### src/rtl/mul4_fitness_pkg.sv
// Shared constants, FSM encoding and helpers for the 2x2 multiplier fitness scorer.
package mul4_fitness_pkg;

    localparam int LANES         = 16;
    localparam int BITS_PER_BEAT = 64;
    localparam int BEATS_W       = 9;

    localparam logic [1:0] S_IDLE   = 2'd0;
    localparam logic [1:0] S_ACCUM  = 2'd1;
    localparam logic [1:0] S_DRAIN  = 2'd2;
    localparam logic [1:0] S_REPORT = 2'd3;

    typedef enum logic [1:0] {
        IDLE   = S_IDLE,
        ACCUM  = S_ACCUM,
        DRAIN  = S_DRAIN,
        REPORT = S_REPORT
    } state_t;

    function automatic logic [6:0] popcount64(input logic [BITS_PER_BEAT-1:0] v);
        logic [6:0] c;
        c = '0;
        for (int i = 0; i < BITS_PER_BEAT; i++) begin
            c = c + 7'(v[i]);
        end
        return c;
    endfunction

endpackage

### src/rtl/mul4_golden.sv
// Combinational bitsliced reference for a 2-bit x 2-bit unsigned multiply, one lane per bit.
module mul4_golden
    import mul4_fitness_pkg::*;
(
    input  logic [LANES-1:0] a1,
    input  logic [LANES-1:0] a0,
    input  logic [LANES-1:0] b1,
    input  logic [LANES-1:0] b0,
    output logic [LANES-1:0] p3,
    output logic [LANES-1:0] p2,
    output logic [LANES-1:0] p1,
    output logic [LANES-1:0] p0
);

    assign p0 = a0 & b0;
    assign p1 = (a1 & b0) ^ (a0 & b1);
    assign p2 = a1 & b1 & ~(a0 & b0);
    assign p3 = a1 & a0 & b1 & b0;

endmodule

### src/rtl/mul4_fitness_scorer.sv
// Scores batches of candidate multiplier outputs against the golden product and
// reports the number of matching bits per batch through a valid/ready result port.
module mul4_fitness_scorer
    import mul4_fitness_pkg::*;
#(
    parameter int MAX_BEATS = 256,
    parameter int SCORE_W   = 16
)
(
    input  logic               clk,
    input  logic               rst_n,
    input  logic               in_valid,
    output logic               in_ready,
    input  logic               in_last,
    input  logic [LANES-1:0]   a1,
    input  logic [LANES-1:0]   a0,
    input  logic [LANES-1:0]   b1,
    input  logic [LANES-1:0]   b0,
    input  logic [LANES-1:0]   y3,
    input  logic [LANES-1:0]   y2,
    input  logic [LANES-1:0]   y1,
    input  logic [LANES-1:0]   y0,
    output logic               score_valid,
    input  logic               score_ready,
    output logic [SCORE_W-1:0] score,
    output logic [BEATS_W-1:0] beats,
    output logic               perfect,
    output logic               overflow
);

    localparam logic [BEATS_W:0] MAX_B = (BEATS_W+1)'(MAX_BEATS);

    state_t                   state;
    logic [LANES-1:0]         p3, p2, p1, p0;
    logic                     accept;
    logic                     consume;
    logic                     s1_valid;
    logic                     s1_last;
    logic                     s2_last;
    logic [BITS_PER_BEAT-1:0] s1_match;
    logic [6:0]               pop;
    logic [SCORE_W:0]         sum;
    logic [SCORE_W-1:0]       acc;
    logic [BEATS_W-1:0]       beat_cnt;
    logic                     ovf;
    logic                     perf;
    logic                     sv;
    logic [31:0]              target;

    mul4_golden u_golden (
        .a1 (a1),
        .a0 (a0),
        .b1 (b1),
        .b0 (b0),
        .p3 (p3),
        .p2 (p2),
        .p1 (p1),
        .p0 (p0)
    );

    assign in_ready = (state == IDLE) || (state == ACCUM);
    assign accept   = in_valid && in_ready;
    assign consume  = sv && score_ready;
    assign pop      = popcount64(s1_match);
    assign sum      = {1'b0, acc} + (SCORE_W+1)'(pop);
    assign target   = {17'd0, beat_cnt, 6'd0};

    // DRAIN ends when the last beat's flag has walked out of stage 2, i.e. two cycles in.
    always_ff @(posedge clk or negedge rst_n) begin
        if (!rst_n) begin
            state <= IDLE;
        end else begin
            case (state)
                IDLE:    if (accept) state <= in_last ? DRAIN : ACCUM;
                ACCUM:   if (accept && in_last) state <= DRAIN;
                DRAIN:   if (s2_last) state <= REPORT;
                REPORT:  if (consume) state <= IDLE;
                default: state <= IDLE;
            endcase
        end
    end

    always_ff @(posedge clk or negedge rst_n) begin
        if (!rst_n) begin
            s1_valid <= 1'b0;
            s1_last  <= 1'b0;
            s1_match <= '0;
            s2_last  <= 1'b0;
        end else begin
            s1_valid <= accept;
            s1_last  <= accept && in_last;
            s2_last  <= s1_valid && s1_last;
            if (accept) begin
                s1_match <= ~({y3, y2, y1, y0} ^ {p3, p2, p1, p0});
            end
        end
    end

    // Result registers stay frozen in REPORT because no beats or pipeline work can arrive there.
    always_ff @(posedge clk or negedge rst_n) begin
        if (!rst_n) begin
            acc      <= '0;
            beat_cnt <= '0;
            ovf      <= 1'b0;
            perf     <= 1'b0;
            sv       <= 1'b0;
        end else if (state == REPORT && consume) begin
            acc      <= '0;
            beat_cnt <= '0;
            ovf      <= 1'b0;
            perf     <= 1'b0;
            sv       <= 1'b0;
        end else begin
            if (s1_valid) begin
                acc <= sum[SCORE_W] ? '1 : sum[SCORE_W-1:0];
            end
            if (accept) begin
                if (beat_cnt != '1) begin
                    beat_cnt <= beat_cnt + 1'b1;
                end
                if ({1'b0, beat_cnt} >= MAX_B) begin
                    ovf <= 1'b1;
                end
            end
            if (state == DRAIN && s2_last) begin
                perf <= (32'(acc) == target) && !ovf;
            end
            if (state == REPORT && !sv) begin
                sv <= 1'b1;
            end
        end
    end

    assign score_valid = sv;
    assign score       = acc;
    assign beats       = beat_cnt;
    assign perfect     = perf;
    assign overflow    = ovf;

endmodule

### config.mk
export PLATFORM = sky130hd
export DESIGN_NAME = mul4_fitness_scorer
export DESIGN_NICKNAME = d
export VERILOG_FILES = /design/src/rtl/mul4_fitness_pkg.sv /design/src/rtl/mul4_golden.sv /design/src/rtl/mul4_fitness_scorer.sv
export SDC_FILE = /design/constraint.sdc
export NUM_CORES = 1
export LEC_CHECK = 0
export BUFFER_PORTS_ARGS = -buffer_cell sky130_fd_sc_hd__buf_2
export CELL_PAD_IN_SITES_DETAIL_PLACEMENT = 1
export CELL_PAD_IN_SITES_GLOBAL_PLACEMENT = 2
export CORE_UTILIZATION = 34
export CTS_BUF_LIST = sky130_fd_sc_hd__clkbuf_4 sky130_fd_sc_hd__clkbuf_8
export DETAILED_ROUTE_END_ITERATION = 10
export GPL_TIMING_DRIVEN = 0
export PLACE_DENSITY_LB_ADDON = 0.1
export SYNTH_ARGS = -nofsm -noshare
export SYNTH_HDL_FRONTEND = slang
export SYNTH_SLANG_ARGS = --single-unit
export TNS_END_PERCENT = 50
### constraint.sdc
create_clock -name clk -period 8.8 [get_ports clk]
set_clock_uncertainty 0.05 [all_clocks]
set_input_delay 2.2 -clock clk [delete_from_list [all_inputs] [get_ports clk]]
set_output_delay 2.2 -clock clk [all_outputs]
set_load 0.005 [all_outputs]
==> flow_metrics.tcl <==
set metrics [dict create \
    syn-cell-area_um2 6990 \
    final.min_clock_period_ns 6.95 \
    critPathArrivalTime_ns 7.21 \
    ctsHoldBuffers 0 \
    critPathMaxStageDelay_ns 0.57 \
    grt_pass1_vias 6316 \
    critPathMostFrequentCell "fa_1" \
    crit_type "reg -> reg" \
    yosys_warnings 0 \
    clkTransAtPathRegs_ns 0.11 \
    status "finished, final reports clean" \
    ys.flop_type "dfrtp_1" \
    async_reset_ff_frac 1.00 \
    grt_max_degree 63 \
    syn_inst 743 \
    num_antenna_cells 0 \
    tns_ns 0 \
    core_um2 20200 \
    clk_latency_ns 0.39 \
    drive_gt1_frac 0.204 \
    syn2layout_area_growth_pct 19.3 \
    synth_top_area_share 0.347 \
    rows 52 \
    cts_tree "done" \
    firstDrtPassIters 4 \
    syn_avg_cell_area_um2 9.41 \
    syn_nets 965 \
    synth_seq_area_share 0.347 \
    holdPathStages 1 \
    nNetsFinal 1138 \
    dp_hpwl_um 16700 \
    slew-limit-headroom 0.488 \
    vias 5745 \
    cts_sinks 97 \
    slew_violations 0 \
    htreeDepth 3 \
    stdcell_count 1190 \
    tightest_slew_ns 0.768 \
    synth-edff-count 0 \
    clockBufferDepth 2 \
    critPathSlowestCell "fa_1" \
    antenna_found_initial 0 \
    grt-ovfl-total 0 \
    die_h_um 145 \
    fin_crit_sh 0.790 \
    die_area_um2 21100 \
    wl_um 20100 \
    cap_violations 0 \
    die_w_um 145 \
    setup_viol 0 \
    crit_fanout 10 \
    dp_cells 1175 \
    grt_usage 0.198 \
    grt_pass1_wl_um 32500 \
    yosysUniqueCellTypes 45 \
    cts_root_buffer "clkbuf_8" \
    required_ns 9.05 \
    hold_class "reg -> reg" \
    yosys.area.top_type "dfrtp_1" \
    yosys-top-cells-count "nand2_1, dfrtp_1, inv_1, xnor2_1, o21ai_0" \
    utilization 0.414 \
    worstRegToRegCells 19 \
    synth_most_common_cell "nand2_1" \
    hold_slack_ns 0.410 \
    routabilityCongestion 0.874 \
    hold_viol_final 0 \
    end_kind "register" \
    ctsResizeCount 0 \
    fmax_mhz 144 \
    pin_count 162 \
    post_cts_buffers 0 \
    ant_nets 0 \
    wl_per_cell_um 16.9 \
    io_buffers 161 \
    rsz0062_at_grt "false" \
    path_cells "fa_1 > inv_1 > fa_1 > fa_1 > fa_1 > fa_1 > fa_1 > fa_1 > fa_1 > fa_1 > inv_1 > fa_1 > a211oi_1 > o21ai_2 > a21boi_2 > or4_4 > buf_6 > buf_6 > a31oi_1" \
    ys_ff_latch 97 \
    remaining_drc_errors 0 \
    cts_made_buffers 9 \
    critPathLaunchType "register" \
    synth_area_leaders "dfrtp_1, fa_1, xnor2_1" \
    vias_per_cell 4.83 \
    drt_iter0_drc 155 \
    initial_core_util 0.347 \
]
[cell families (layout without fill, tap and decap cells)]
kind of cell	count (synthesis)	count (layout)	share of synthesized area
flip-flops	97	97	0.347
adder cells (fa/ha/maj)	89	89	0.219
XOR/XNOR	103	103	0.129
AO/OA/AOI/OAI	120	120	0.0982
AND/OR/NAND/NOR	213	213	0.137
multiplexers	2	2	0.00286
buffers and inverters	119	296	0.0660
[cells in the final DEF (no fill, tap or decap), drive strengths merged, types with 3 or more instances in the layout]
cell type and n:
a21oi 11, fa 56, nor2 23, inv 99
and4 3, nand2 123, and3 6, ha 33
buf 165, xor2 16, or4 3, nand3 23
xnor2 87, a31oi 13, dfrtp 97, o21ai 80
nor4 3, clkinvlp 3, nand4 17, clkbuf 29
nor3 5
[path summary, 6_finish.rpt]
| path | start | slack [ns] | endpoint |
|---|---|---|---|
| min in group asynchronous | rst_n | 1.71 | score[6] |
| max in group asynchronous | rst_n | 6.29 | s1_match[62] |
| setup / recovery | score[0] | 1.85 | score[1] |
| hold / removal | s1_last | 0.41 | s2_last |
| hold reg to reg | s1_last | 0.41 | s2_last |
| setup reg to reg | score[0] | 1.85 | score[1] |
[state kept, by name, indices dropped and copies added (netlist names)]
signal / flops
score: 16
s1_valid: 1
beats: 9
s1_last: 1
s1_match: 64
score_valid: 1
state: 2
overflow: 1
s2_last: 1
perfect: 1
[per-layer routing]
metal  share of wire  global-route usage  vias to the layer above
li1                -                   -                     2751
met1            0.42               0.240                     2865
met2            0.53               0.366                      111
met3           0.026              0.0216                       18
met4           0.018              0.0653                        0
met5               0                   0                        -
[metrics by stage]
stage | cell area (um^2) | worst slack [ns]
after detailed placement | 8170 | 1.81
final | 8340 | 1.85
after CTS | 8340 | 1.78
after floorplan | 6990 | 2.39
after global placement | 8140 | 1.95
after global routing | 8340 | 1.56
[cell type report]
type,count,area (um^2)
Buffer,23,101
Clock buffer,9,124
Clock inverter,6,51.3
Fill cell,2438,11800
Inverter,96,360
Multi-Input combinational cell,527,4100
Sequential cell,97,2430
Tap cell,270,338
Timing Repair Buffer,162,836
[worst max-delay path, delay by kind of cell, from the launching register on]
kind                     cells  cell delay [ns]
adder cells (fa/ha/maj)     10             4.75
buffers and inverters        4             0.42
AO/OA/AOI/OAI                4             0.64
AND/OR/NAND/NOR              1             0.53
flip-flops                   1             0.48
Power is not shown: default switching activity piles up to over one toggle a cycle in this logic, so the estimate is an artifact.
